### config.mk
export PLATFORM = sky130hd
export DESIGN_NAME = flag_cond_unit
export DESIGN_NICKNAME = d
export VERILOG_FILES = /design/src/rtl/flag_cond_unit.sv
export SDC_FILE = /design/constraint.sdc
export NUM_CORES = 1
export LEC_CHECK = 0
export ABC_AREA = 1
export BUFFER_PORTS_ARGS = -buffer_cell sky130_fd_sc_hd__buf_2
export CAP_MARGIN = 0
export CORE_MARGIN = 2
export CORE_UTILIZATION = 55
export CTS_BUF_LIST = sky130_fd_sc_hd__clkbuf_16
export DETAILED_ROUTE_END_ITERATION = 7
export GPL_TIMING_DRIVEN = 0
export PLACE_DENSITY = 0.79
export SYNTH_ARGS = -nofsm -noshare
export SYNTH_HDL_FRONTEND = slang
export SYNTH_SLANG_ARGS = --single-unit
### constraint.sdc
create_clock -name clk -period 6.1 [get_ports clk]
set_clock_uncertainty 0.15 [all_clocks]
set_input_delay 0.915 -clock clk [delete_from_list [all_inputs] [get_ports clk]]
set_output_delay 0.915 -clock clk [all_outputs]
set_load 0.05 [all_outputs]
### src/rtl/flag_cond_unit.sv
// flag_cond_unit: architectural {O,Z,S,C} flags register, 16-way branch-condition resolver, LIFO flag stack.
// Latency: flags/stack update on the clock edge; branch result registered, valid one cycle after branch_req.
// Backpressure: none -- every request is accepted each cycle; stack misuse raises sticky stack_err instead.
// Optional build macro FLAG_COND_BYPASS_EN: forwards a same-cycle flags_in write to the branch evaluation.
module flag_cond_unit #(
  parameter int STACK_DEPTH = 4,
  parameter int PTR_W       = 2
) (
  input  logic       clk,
  input  logic       rst_n,
  input  logic [3:0] flags_in,
  input  logic       flags_we,
  input  logic       branch_req,
  input  logic [3:0] cond,
  output logic       branch_valid,
  output logic       branch_taken,
  input  logic       push,
  input  logic       pop,
  input  logic       err_clr,
  output logic [3:0] flags_out,
  output logic       stack_full,
  output logic       stack_empty,
  output logic       stack_err
);

  localparam logic [PTR_W:0] DEPTH_C = (PTR_W+1)'(STACK_DEPTH);
  localparam logic [PTR_W:0] ONE_C   = (PTR_W+1)'(1);

  logic [3:0]       flags_q;
  logic [PTR_W:0]   count;
  logic [3:0]       stack_mem [STACK_DEPTH];
  logic [3:0]       eval_flags;
  logic             push_only;
  logic             pop_only;
  logic             push_ok;
  logic             pop_ok;
  logic             stack_evt;
  logic [PTR_W-1:0] wr_idx;
  logic [PTR_W-1:0] rd_idx;

  // Resolve a condition code against a flag vector ordered {O,Z,S,C}.
  function automatic logic cond_eval(input logic [3:0] c, input logic [3:0] f);
    logic o, z, s, cy, lt;
    o  = f[3];
    z  = f[2];
    s  = f[1];
    cy = f[0];
    lt = s ^ o;
    case (c)
      4'd0:    cond_eval = o;
      4'd1:    cond_eval = !o;
      4'd2:    cond_eval = z;
      4'd3:    cond_eval = !z;
      4'd4:    cond_eval = s;
      4'd5:    cond_eval = !s;
      4'd6:    cond_eval = cy;
      4'd7:    cond_eval = !cy;
      4'd8:    cond_eval = cy | z;
      4'd9:    cond_eval = !cy & !z;
      4'd10:   cond_eval = lt;
      4'd11:   cond_eval = !lt;
      4'd12:   cond_eval = z | lt;
      4'd13:   cond_eval = !z & !lt;
      4'd14:   cond_eval = 1'b1;
      default: cond_eval = 1'b0;
    endcase
  endfunction

  assign flags_out   = flags_q;
  assign stack_full  = (count == DEPTH_C);
  assign stack_empty = (count == '0);

  // Simultaneous push and pop cancel out, so only a lone push or pop touches the stack.
  assign push_only = push & ~pop;
  assign pop_only  = pop & ~push;
  assign push_ok   = push_only & ~stack_full;
  assign pop_ok    = pop_only & ~stack_empty;
  assign stack_evt = (push_only & stack_full) | (pop_only & stack_empty);
  assign wr_idx    = count[PTR_W-1:0];
  assign rd_idx    = PTR_W'(count - ONE_C);

  // Select the flag vector the branch condition sees; popped data is never forwarded.
  always_comb begin
    eval_flags = flags_q;
`ifdef FLAG_COND_BYPASS_EN
    if (flags_we) begin
      eval_flags = flags_in;
    end
`endif
  end

  // Flags register: ALU write has priority over a pop restore.
  always_ff @(posedge clk) begin
    if (!rst_n) begin
      flags_q <= 4'b0000;
    end else if (flags_we) begin
      flags_q <= flags_in;
    end else if (pop_ok) begin
      flags_q <= stack_mem[rd_idx];
    end
  end

  // Stack occupancy count, saturating within 0..STACK_DEPTH.
  always_ff @(posedge clk) begin
    if (!rst_n) begin
      count <= '0;
    end else if (push_ok) begin
      count <= count + ONE_C;
    end else if (pop_ok) begin
      count <= count - ONE_C;
    end
  end

  // Stack storage holds the pre-update flags on push; contents need no reset.
  always_ff @(posedge clk) begin
    if (push_ok) begin
      stack_mem[wr_idx] <= flags_q;
    end
  end

  // Sticky overflow/underflow flag; a new event beats a same-cycle clear.
  always_ff @(posedge clk) begin
    if (!rst_n) begin
      stack_err <= 1'b0;
    end else if (stack_evt) begin
      stack_err <= 1'b1;
    end else if (err_clr) begin
      stack_err <= 1'b0;
    end
  end

  // Registered branch result, one cycle after the request.
  always_ff @(posedge clk) begin
    if (!rst_n) begin
      branch_valid <= 1'b0;
      branch_taken <= 1'b0;
    end else begin
      branch_valid <= branch_req;
      branch_taken <= branch_req & cond_eval(cond, eval_flags);
    end
  end

endmodule
==> Word level (Yosys, flattened, before mapping) <==
Memories as Yosys holds them, arrays and structs flattened.
Cells that the tools add are included.
{ "word_totals": {"elab_cells": 60, "ramBits": 16, "out_inout_bits": 9, "in_bits": 15, "n_memories": 1, "register_bits": 10} }
{ "op_classes": {"muxes": 10, "n_reduce_logical": 10, "n_eq_ne": 15, "bitwise_logic": 17, "add_sub_neg": 2} }
{ "mem_list": {"columns": ["name", "depth", "width", "read_ports", "rd_ports_with_merged_regs", "write_ports", "line_no", "text"], "rows": [
  ["stack_mem", 4, 4, 1, 0, 1, "31", "logic [3:0] stack_mem [STACK_DEPTH];"]
]} }
{ "op_table": {"columns": ["operator", "n"], "rows": [
  ["4-bit equality test, second input constant", 7],
  ["4-bit by 3-bit equality test with 1-bit output, second input constant", 4],
  ["1-bit one-hot mux with 15 select lines", 1],
  ["1-bit bitwise AND", 9],
  ["4-bit by 2-bit equality test with 1-bit output, second input constant", 2],
  ["4-bit two-way mux", 2],
  ["3-bit two-way mux", 2],
  ["2-bit nonzero test", 3],
  ["1-bit zero test", 5],
  ["1-bit two-way mux", 5],
  ["4-bit by 1-bit equality test with 1-bit output, second input constant", 1],
  ["4-bit zero test", 1],
  ["1-bit inverter", 4],
  ["3-bit by 1-bit adder with 3-bit output, second input constant", 1],
  ["3-bit equality test, second input constant", 1],
  ["3-bit zero test", 1],
  ["1-bit OR", 3],
  ["3-bit by 1-bit subtractor with 3-bit output, second input constant", 1],
  ["1-bit XOR", 1]
]} }

==> Depth between registers and ports, before layout <==
Gate-level depths: netlist of the first run.
{ "logic_depth": {"depth_word": 6, "ltp_mapped": 10, "mapped_depth_nobuf": 10} }

==> Worst setup path after synthesis of the first run <==
No wires, ideal clock.
{ "synth_timing": {"path_kind": "flip-flop to flip-flop", "start": "reg count[0]", "end": "reg count[2]", "period_less_slack_ns": 2.266, "slack_ns": 3.834, "path_stages_with_launch": 9, "arrival_ns": 1.996, "path_buffers": 0, "t_required_ns": 5.831, "setup_ns": 0.119, "path_cell_list": "dfxtp_1 clkinv_1 ha_1 ha_1 nand3b_2 nor2_2 nand2_1 a21oi_1 nor3_1"} }
{ "synth_between": {"elab_chain_cells": 4, "elab_cells_between_ends": 11, "classes_between": "2 x add/sub; 1 x eq/ne; 2 x mux; 4 x bitwise; 2 x reduce/logical"} }
{ "synth_rtl": {"columns": ["item", "line_no", "text"], "rows": [
  ["start, declared", "30", "logic [PTR_W:0] count;"],
  ["start signal, assigned", "108", "count <= count + ONE_C;"],
  ["start signal, assigned", "110", "count <= count - ONE_C;"],
  ["3-bit equality test (*)", "70", "assign stack_full = (count == DEPTH_C);"],
  ["named net stack_full", "21", "output logic stack_full,"],
  ["1-bit inverter (*)", "76", "assign push_ok = push_only & ~stack_full;"],
  ["1-bit bitwise AND (*)", "76", null],
  ["3-bit two-way mux / 2-bit nonzero test (equally long branches)", null, null]
]} }
Mark *: on every way through the listed nets, which the timed path passes. The rest lies on a longest branch. The select of a mux whose other input is x is not followed.
A chain may end at the register's enable or synchronous reset.

==> Final worst setup path of the first run <==
{ "layout_timing": {"start": "reg count[0]", "end": "out stack_full"} }
{ "layout_between": {"elab_chain_cells": 1} }
{ "layout_rtl": {"columns": ["item", "line_no"], "rows": [
  ["3-bit equality test", "70"],
  ["end, declared", "21"]
]} }
No other way between the ends.

==> metrics.md, run 1 <==
| Metric | Value |
|---|---|
| Result of the run | completed |
| Routed WL per cell | 12.2 µm |
| Final worst path period need | 2.76 ns |
| Floorplan core area | 2250 µm² |
| Synthesized netlist net count | 185 |
| Setup Viol. Count Final | 0 |
| Area taken by flip-flops and latches | 681 µm² |
| Remaining antenna violation count after routing | 0 |
| Design internal power | 0.351 mW |
| Global-route wire length before repair | 4.63 mm |
| # fillers | 203 |
| Number of nets in the finished design | 213 |
| Synthesized flop and latch total | 26 |
| Grt total ovfl | 0 |
| Share of the clock period used by the worst path | 0.452 |
| Arrival time at the worst endpoint | 1.69 ns |
| Number of endpoints with negative hold slack in the final report | 0 |
| Tightest Hold Check Type | reg -> reg |
| Skew-Pair Late Insertion Delay | 0.25 ns |
| Share of layout cells above drive strength 1 | 0.178 |
| Routed via count | 1128 |
| Largest net degree at the start of global routing | 15 |
| Floorplan die height | 53.3 µm |
| Total of cells resized after clock tree synthesis | 0 |
| Clock tree from TritonCTS | built |
| Total standard cell area after synthesis | 1340 µm² |
| Number of antenna violations at the first check in global routing | 0 |
| Most frequent cells in the layout | 35 x sky130_fd_sc_hd__nand2_1, 24 x sky130_fd_sc_hd__inv_1, 24 x sky130_fd_sc_hd__buf_2 |
| Synthesized area per cell | 8.16 µm² |
| Startpoint of the lowest-slack register-to-register path | count[0] |
| DRC violations left | 0 |
| Post-Place Cell Area | 1490 µm² |
| Gp weighted congestion | 0.848 |
| Hold Startpoint | count[1] |
| Setup bufs post-CTS | 0 |
| Fraction of the yosys area taken by sequential cells | 0.508 |
| Clock root buffer master | sky130_fd_sc_hd__clkbuf_16 |
| Number of input and output port buffers inserted | 23 |
| FP Rows | 17 |
| Startpoint class of the critical path | flop |
| Area growth from synthesis to layout | 17.1% |
| Gate Count Post-Synth | 164 |
| Count of synthesis-stage warnings from yosys | 0 |
| Clock Power Share | 0.258 |
| Sw Share | 0.353 |
| Power density cells | 346 nW/µm² |
| Critical path peak fanout | 10 |
| WP data required | 5.03 ns |
| Sequential Power Share | 0.420 |
| Worst slew margin relative to its limit | 0.747 |
| Max-cap check violation count | 0 |
| Beginning of the critical path | count[0] |
| Top-Level Pins | 24 |
| P_sw | 0.191 mW |
| Area of the multi-input gates | 552 µm² |
| Static Leakage | 0.736 nW |
| Clock transition at the register clock pins on the worst setup and hold paths after CTS | 0.06 ns |
| Total Routed Length | 2.68 mm |
| Total clock buffers created by CTS | 3 |
| Number of global-route vias before repair | 1067 |
| ANT cells | 0 |
| Clock Path Buffers | 2 |
| IR drop worst, VDD | 0.233 mV |
| RSZ-0062 raised after global routing | no |
| Initial Utilization | 0.594 |
| Slew Viols, Final | 0 |
| Most frequent standard cell in the layout excluding fill and tap cells | sky130_fd_sc_hd__nand2_1 |
| Main area contributors after synthesis | sky130_fd_sc_hd__edfxtp_1 36%, sky130_fd_sc_hd__dfxtp_1 15%, sky130_fd_sc_hd__nand2_1 9.8% |
| Number of search-and-repair iterations in the first detailed-routing pass | 4 |
| Via/cell ratio | 5.15 |
| DRC violation total after the first TritonRoute iteration | 22 |
| H-tree Lvls | 1 |
| Final design instance area without fill | 1570 µm² |
| Post-Route Setup TNS | 0 ns |
| Total routing usage reported by global routing | 0.230 |
| Post-synthesis cell type with the largest combined area | sky130_fd_sc_hd__edfxtp_1 |
| Number of unique standard cell types used by synthesis | 20 |
| Combinational fraction of design power | 0.322 |
| Type of destination of the critical path | output port |
| Max Clock Freq | 0.362 GHz |
| Class of the most critical setup path | reg -> out |
| Area of the die | 2840 µm² |
| Chip Width | 53.3 µm |
| Worst Tran Pin Value | 0.379 ns |
| Post-CTS Hold Buffers | 0 |
| Portion of synthesized cell area occupied by the leading cell type | 0.359 |
| Sinks on Clock Net | 26 |
| Final HPWL DP | 2.04 mm |
sequential cells by signal, indices dropped and copies added (netlist names):
signal        flops
branch_taken      1
branch_valid      1
count             3
flags_out         4
stack_err         1
stack_mem        16
kinds of logic (layout without fill, tap and decap cells):
family / count (synthesis) / after routing / synth area share
AO/OA/AOI/OAI: 35 / 35 / 0.137
adder cells (fa/ha/maj): 6 / 6 / 0.0561
buffers and inverters: 28 / 55 / 0.0794
flip-flops: 26 / 26 / 0.508
AND/OR/NAND/NOR: 69 / 69 / 0.219
routing by layer:
metal / vias up / global-route usage / routed length [µm]
li1: 592 / - / -
met1: 503 / 0.307 / 1350
met2: 29 / 0.381 / 1200
met3: 4 / 0.0424 / 106
met4: 0 / 0.0641 / 21
met5: - / 0 / 0
layout make-up:
| cell class | count | share of cell area |
|---|---|---|
| plain buffers | 1 | 0.00319 |
| well taps | 28 | 0.0223 |
| clock buffers | 3 | 0.0479 |
| clock inverters | 1 | 0.00239 |
| repair buffers | 23 | 0.0734 |
| flip-flops and latches | 26 | 0.434 |
| inverters | 27 | 0.0646 |
| multi-input cells | 110 | 0.352 |
worst max-delay path, stage by stage (launching register included):
cell and delay (ns):
sky130_fd_sc_hd__dfxtp_1 0.39, sky130_fd_sc_hd__clkinv_1 0.25, sky130_fd_sc_hd__ha_1 0.34, sky130_fd_sc_hd__ha_1 0.23
sky130_fd_sc_hd__buf_2 0.22
through the flow:
stage	power [mW]	util	hold WS [ns]	cells	setup slack [ns]
final	0.542	0.695	0.368	219	3.34
after global routing	0.574	0.695	0.391	219	3.24
after CTS	0.544	0.695	0.372	219	3.34
after detailed placement	0.404	0.660	0.362	215	3.62
after global placement	0.397	0.660	0.333	215	3.70
after floorplan	0.357	-	0.318	164	3.83
worst paths after layout:
path	slack, ns	to	depth (start not counted)
min	0.37	count[1]	2
min reg2reg	0.37	count[1]	2
max	3.34	stack_full	4
max reg2reg	3.74	stack_mem[2][1]	5
Yosys cell counts:
library cell and count:
sky130_fd_sc_hd__nand3b_2 1, sky130_fd_sc_hd__o21ai_0 18, sky130_fd_sc_hd__clkinv_1 1, sky130_fd_sc_hd__ha_1 6, sky130_fd_sc_hd__nor2_1 20, sky130_fd_sc_hd__dfxtp_1 10, sky130_fd_sc_hd__inv_1 24, sky130_fd_sc_hd__edfxtp_1 16
sky130_fd_sc_hd__nand2_2 1, sky130_fd_sc_hd__a21oi_2 1, sky130_fd_sc_hd__nand3_1 6, sky130_fd_sc_hd__nor3b_1 1, sky130_fd_sc_hd__inv_2 2, sky130_fd_sc_hd__nor2_2 1, sky130_fd_sc_hd__o22ai_1 4, sky130_fd_sc_hd__a21oi_1 12
sky130_fd_sc_hd__nor3_1 3, sky130_fd_sc_hd__nor3_2 1, sky130_fd_sc_hd__buf_2 1, sky130_fd_sc_hd__nand2_1 35
power groups by stage:
stage / combinational [mW] / sequential, mW / clock (mW)
2_1_floorplan: 0.112 / 0.244 / 0
3_3_place_gp: 0.168 / 0.229 / 0
3_5_place_dp: 0.173 / 0.231 / 0
4_1_cts: 0.174 / 0.228 / 0.142
5_1_grt: 0.197 / 0.230 / 0.147
6_report: 0.175 / 0.228 / 0.140
Note: power is estimated with default switching activity, not from simulation.
==> run 2: changes to the inputs <==
CORE_UTILIZATION = 54   (was 55)
PLACE_DENSITY = 0.78   (was 0.79)
clock period = 2.7 ns   (was 6.1 ns; I/O delays follow)
==> run 2 against run 1 <==
- design area rose by 0.16%
- flip-flop and latch count unchanged
- highest routed layer unchanged
- power increased by 130%
- cell count is 0.91% higher
- largest power group unchanged
==> metrics.md, run 2 (synthesized netlist as in run 1, its figures left out) <==
| Metric | Value |
|---|---|
| Global-route wire length before repair | 4.64 mm (+0.15%) |
| Clock tree from TritonCTS | built |
| Critical Path Slowest Stage Cell | sky130_fd_sc_hd__dfxtp_1 |
| WP data required | 2.47 ns (-2.56 ns) |
| Initial Utilization | 0.556 (-0.0382) |
| Most frequent standard cell in the layout excluding fill and tap cells | sky130_fd_sc_hd__nand2_1 |
| Worst slew margin relative to its limit | 0.725 (-0.0217) |
| Routed via count | 1153 (+2.2%) |
| Worst hold path stage count | 3 (+1) |
| DRC violations left | 0 (unchanged) |
| Gp weighted congestion | 0.778 (-8.3%) |
| Grt total ovfl | 0 (unchanged) |
| Final hold slack | 0.222 ns (-0.146 ns) |
| Cells on worst reg2reg path | 5 (unchanged) |
| Area growth from synthesis to layout | 17.3% |
| Combinational fraction of design power | 0.322 (about the same) |
| Clock root buffer master | sky130_fd_sc_hd__clkbuf_16 |
| Final setup margin | 0.301 ns (-3.04 ns) |
| Largest net degree at the start of global routing | 15 (unchanged) |
| Critical path cell sequence | clkinv_1 -> ha_1 -> ha_1 -> nand3b_2 -> nor2_1 |
| IR drop worst, VDD | 0.503 mV (+120%) |
| FP Rows | 18 (+1) |
| Sequential Power Share | 0.414 (-0.006) |
| Class of the most critical setup path | reg -> reg |
| Post-CTS Hold Buffers | 0 (unchanged) |
| Highest cell delay on the worst timing path | 0.40 ns (about the same) |
| P_sw | 0.441 mW (+130%) |
| Final HPWL DP | 2.04 mm (+0.37%) |
| Total clock buffers created by CTS | 3 (unchanged) |
| Design internal power | 0.793 mW (+130%) |
| Floorplan die height | 53.8 µm (+0.85%) |
| Flip-flop count of the largest register, all copies and words added | 16 (unchanged) |
| Pre-CTS setup slack | 0.290 ns (-3.33 ns) |
| Skew-Pair Late Insertion Delay | 0.26 ns (about the same) |
| Routed WL per cell | 12.4 µm (+1.1%) |
| Most frequent cells in the layout | 35 x sky130_fd_sc_hd__nand2_1, 25 x sky130_fd_sc_hd__inv_1, 24 x sky130_fd_sc_hd__buf_2 |
| Chip Width | 53.8 µm (+0.85%) |
| Floorplan core area | 2410 µm² (+6.9%) |
| Worst Tran Pin Value | 0.411 ns (+0.0325 ns) |
| Max-cap check violation count | 0 (unchanged) |
| Number of search-and-repair iterations in the first detailed-routing pass | 4 (unchanged) |
| Total Routed Length | 2.74 mm (+2.0%) |
| Share of layout cells above drive strength 1 | 0.178 (unchanged) |
| RSZ-0062 raised after global routing | no |
| Number of input and output port buffers inserted | 23 (unchanged) |
| Setup bufs post-CTS | 0 (unchanged) |
| Final worst path period need | 2.40 ns |
| Number of antenna violations at the first check in global routing | 0 (unchanged) |
| H-tree Lvls | 1 (unchanged) |
| Sinks on Clock Net | 26 (unchanged) |
| Area of the die | 2890 µm² (+1.7%) |
| Clock Path Buffers | 2 (unchanged) |
| Static Leakage | 0.739 nW (+0.51%) |
| Slew Viols, Final | 0 (unchanged) |
| Largest register by flop count | stack_mem |
| Area of the multi-input gates | 552 µm² (unchanged) |
| Share of the clock period used by the worst path | 0.889 |
| # fillers | 211 (+3.9%) |
| Type of destination of the critical path | flop |
| Sw Share | 0.357 (+0.00492) |
| Top-Level Pins | 24 (unchanged) |
| Crit path top cell by count | sky130_fd_sc_hd__ha_1 |
| Number of endpoints with negative hold slack in the final report | 0 (unchanged) |
| Number of global-route vias before repair | 1055 (-1.1%) |
| Remaining antenna violation count after routing | 0 (unchanged) |
| Number of nets in the finished design | 213 (unchanged) |
| Clock Power Share | 0.264 (+0.006) |
| Critical path peak fanout | 10 (unchanged) |
| Max Clock Freq | 0.417 GHz |
| Clock transition at the register clock pins on the worst setup and hold paths after CTS | 0.06 ns (about the same) |
| Via/cell ratio | 5.22 (+1.3%) |
| Post-Route Setup TNS | 0 ns (unchanged) |
| Arrival time at the worst endpoint | 2.17 ns (+0.48 ns) |
| Total routing usage reported by global routing | 0.226 (-0.00386) |
| Setup Viol. Count Final | 0 (unchanged) |
| DRC violation total after the first TritonRoute iteration | 30 (+36%) |
| ANT cells | 0 (unchanged) |
| Tightest Hold Check Type | in -> reg |
| Startpoint class of the critical path | flop |
| Total of cells resized after clock tree synthesis | 0 (unchanged) |
| Result of the run | completed |
| Power density cells | 786 nW/µm² (+130%) |
| Area taken by flip-flops and latches | 681 µm² (unchanged) |
-- run 2: cell types whose count changed in the layout (fill, tap and decap cells not counted) --
| cell | delta |
|---|---|
| sky130_fd_sc_hd__clkinv_1 | -1 |
| sky130_fd_sc_hd__inv_1 | +1 |
-- run 2: layout make-up --
class / instances / area share
buffer: 1 / 0.00319
clock inverter: 1 / 0.00239
timing repair buffer: 23 / 0.0733
tap: 30 / 0.0239
multi-input combinational: 110 / 0.351
sequential: 26 / 0.433
inverter: 27 / 0.0645
clock buffer: 3 / 0.0478
-- run 2: worst paths after layout --
| check | startpoint | end | slack [ns] |
|---|---|---|---|
| max | count[0] | stack_mem[0][0] | 0.30 |
| max reg2reg | count[0] | stack_mem[0][0] | 0.30 |
| min | branch_req | branch_valid | 0.22 |
| min reg2reg | count[1] | count[1] | 0.36 |
-- run 2: power by group through the flow --
| stage | Combinational (mW) | Clock, mW | Sequential [mW] |
|---|---|---|---|
| 2_1_floorplan | 0.254 | 0 | 0.552 |
| 3_3_place_gp | 0.378 | 0 | 0.516 |
| 3_5_place_dp | 0.394 | 0 | 0.519 |
| 4_1_cts | 0.398 | 0.327 | 0.511 |
| 5_1_grt | 0.446 | 0.342 | 0.517 |
| 6_report | 0.398 | 0.325 | 0.511 |
-- run 2: per-stage QoR --
| step | instance area [µm²] | power (mW) | std cells | util |
|---|---|---|---|---|
| floorplan | 1340 | 0.805 | 164 | - |
| global placement | 1490 | 0.895 | 217 | 0.619 |
| detailed placement | 1490 | 0.913 | 217 | 0.619 |
| CTS | 1570 | 1.24 | 221 | 0.652 |
| global route | 1570 | 1.31 | 221 | 0.652 |
| finish | 1570 | 1.23 | 221 | 0.652 |
-- run 2: routing by layer --
layer  vias up  GRT usage  part of all wire
li1        590          -                 -
met1       522      0.296              0.46
met2        37      0.380              0.46
met3         4     0.0194             0.062
met4         0      0.103             0.019
met5         -          0                 0
-- run 2: worst max-delay path, delay by kind of cell, from the launching register on --
family / cells / cell delay, ns
fa+ha+maj: 2 / 0.56
buf+inv: 1 / 0.27
flops: 1 / 0.40
simple gates: 2 / 0.68
==> run 3: changes to the inputs <==
CORE_UTILIZATION = 25   (was 54)
PLACE_DENSITY = 0.42   (was 0.78)
==> run 3 against run 2 <==
- flip-flop and latch count did not move
- die area grew 110%
- largest cell class unchanged
- critical endpoint is now count[2]
- first-iteration DRC count unchanged
==> metrics.md, run 3 (synthesized netlist as in run 1, its figures left out) <==
| Metric | Value |
|---|---|
| ANT cells | 0 (unchanged) |
| Flip-flop count of the largest register, all copies and words added | 16 (unchanged) |
| Wire length on met1 | 1.57 mm (+26%) |
| Number of global-route vias before repair | 1028 (-2.6%) |
| DRC violation total after the first TritonRoute iteration | 30 (unchanged) |
| Total routing usage reported by global routing | 0.109 (-0.118) |
| WP data required | 2.70 ns (+0.23 ns) |
| Top-Level Pins | 24 (unchanged) |
| RSZ-0062 raised after global routing | no |
| Wire length on met3 | 110 µm (-35%) |
| Total Routed Length | 3.03 mm (+11%) |
| Final setup margin | 0.298 ns (-0.00297 ns) |
| Post-Place Cell Area | 1540 µm² (+3.4%) |
| H-tree Lvls | 1 (unchanged) |
| Wire length on met2 | 1.29 mm (+2.3%) |
| Routed via count | 1078 (-6.5%) |
| Post-CTS Hold Buffers | 0 (unchanged) |
| Share of layout cells above drive strength 1 | 0.183 (+0.00524) |
| Floorplan core area | 5140 µm² (+110%) |
| Slew Viols, Final | 0 (unchanged) |
| Class of the most critical setup path | reg -> reg |
| Startpoint class of the critical path | flop |
| Worst Tran Pin Value | 0.409 ns (-0.00218 ns) |
| Setup bufs post-CTS | 0 (unchanged) |
| Highest signal layer in the routed design | met4 |
| Chip Width | 77.2 µm (+43%) |
| Remaining antenna violation count after routing | 0 (unchanged) |
| Non-filler instance count after layout | 261 (+18%) |
| Total of cells resized after clock tree synthesis | 0 (unchanged) |
| Area of the multi-input gates | 552 µm² (unchanged) |
| Static Leakage | 0.738 nW (-0.15%) |
| Critical path peak fanout | 10 (unchanged) |
| Via/cell ratio | 4.13 (-21%) |
| Max Clock Freq | 0.416 GHz (-0.12%) |
| Clock root buffer master | sky130_fd_sc_hd__clkbuf_16 |
| Gp weighted congestion | 0.833 (+7.1%) |
| Grt total ovfl | 0 (unchanged) |
| Result of the run | completed |
| Number of input and output port buffers inserted | 23 (unchanged) |
| Largest register by flop count | stack_mem |
| Clock Path Buffers | 2 (unchanged) |
| Skew-Pair Late Insertion Delay | 0.26 ns (about the same) |
| Clock transition at the register clock pins on the worst setup and hold paths after CTS | 0.06 ns (about the same) |
| Routed WL per cell | 11.6 µm (-6.3%) |
| Floorplan die height | 77.2 µm (+43%) |
| Worst slew margin relative to its limit | 0.726 (+0.00146) |
| FP Rows | 26 (+8) |
| Tightest Hold Check Type | in -> reg |
| Area growth from synthesis to layout | 21.0% |
| Arrival time at the worst endpoint | 2.40 ns (+0.23 ns) |
| Sinks on Clock Net | 26 (unchanged) |
| Number of search-and-repair iterations in the first detailed-routing pass | 4 (unchanged) |
| Setup Viol. Count Final | 0 (unchanged) |
| Number of nets in the finished design | 213 (unchanged) |
| Final worst path period need | 2.40 ns (+0.00297 ns) |
| Initial Utilization | 0.260 (-0.295) |
| # fillers | 597 (+180%) |
| Number of endpoints with negative hold slack in the final report | 0 (unchanged) |
| Global-route wire length before repair | 5.07 mm (+9.4%) |
| Power density cells | 765 nW/µm² (-2.6%) |
| DRC violations left | 0 (unchanged) |
| Final HPWL DP | 2.29 mm (+12%) |
| Total clock buffers created by CTS | 3 (unchanged) |
| Largest net degree at the start of global routing | 15 (unchanged) |
| Most frequent standard cell in the layout excluding fill and tap cells | sky130_fd_sc_hd__nand2_1 |
| Area of the die | 5960 µm² (+110%) |
| Share of the clock period used by the worst path | 0.890 (+0.00110) |
| IR drop worst, VDD | 0.242 mV (-52%) |
| Area taken by flip-flops and latches | 681 µm² (unchanged) |
| Post-Route Setup TNS | 0 ns (unchanged) |
| Total Power Consumption | 1.24 mW (+0.52%) |
| Clock tree from TritonCTS | built |
| Final design instance area without fill | 1620 µm² (+3.2%) |
| Pre-CTS setup slack | 0.287 ns (-0.00251 ns) |
| Most frequent cells in the layout | 35 x sky130_fd_sc_hd__nand2_1, 24 x sky130_fd_sc_hd__inv_1, 24 x sky130_fd_sc_hd__buf_2 |
| Max-cap check violation count | 0 (unchanged) |
| Number of antenna violations at the first check in global routing | 0 (unchanged) |
| Cells after DPL | 257 (+18%) |
| Type of destination of the critical path | flop |
run 3: cell counts in the layout (fill, tap and decap cells not counted):
No cell type changed its count.
run 3: metrics by stage:
stage	utilization	hold slack (ns)
after floorplan	-	0.318
after global placement	0.300	0.366
after detailed placement	0.300	0.368
after CTS	0.315	0.216
after global routing	0.315	0.225
final	0.315	0.218
run 3: power breakdown:
group | total [mW] | internal (mW) | switching, mW
sequential | 0.512 | 0.470 | 0.0412
combinational | 0.395 | 0.124 | 0.271
clock | 0.334 | 0.199 | 0.135
total | 1.24 | 0.794 | 0.447
run 3: final timing paths:
kind | cells after the start | startpoint | slack, ns | end
worst max register to register | 8 | count[0] | 0.30 | count[2]
worst min-delay path | 3 | branch_req | 0.22 | branch_valid
worst min register to register | 2 | count[1] | 0.37 | count[1]
worst max-delay path | 8 | count[0] | 0.30 | count[2]
run 3: metal layers:
metal / GRT usage / vias to the layer above
met5: 0 / -
met4: 0.0536 / 0
met3: 0.0129 / 4
met2: 0.163 / 21
met1: 0.154 / 461
li1: - / 592
run 3: layout make-up:
cell class	count	area share
sequential	26	0.420
multi-input combinational	110	0.341
timing repair buffer	23	0.0710
inverter	27	0.0625
tap	70	0.0541
clock buffer	3	0.0463
buffer	1	0.00309
clock inverter	1	0.00232
run 3: critical path, cell delays in order, from the launching register on:
cell                       delay [ns]
sky130_fd_sc_hd__dfxtp_1         0.38
sky130_fd_sc_hd__clkinv_1        0.26
sky130_fd_sc_hd__ha_1            0.34
sky130_fd_sc_hd__ha_1            0.23
sky130_fd_sc_hd__nand3b_2        0.31
sky130_fd_sc_hd__nor2_2          0.34
sky130_fd_sc_hd__nand2_1         0.09
sky130_fd_sc_hd__a21oi_1         0.14
sky130_fd_sc_hd__nor3_1          0.06
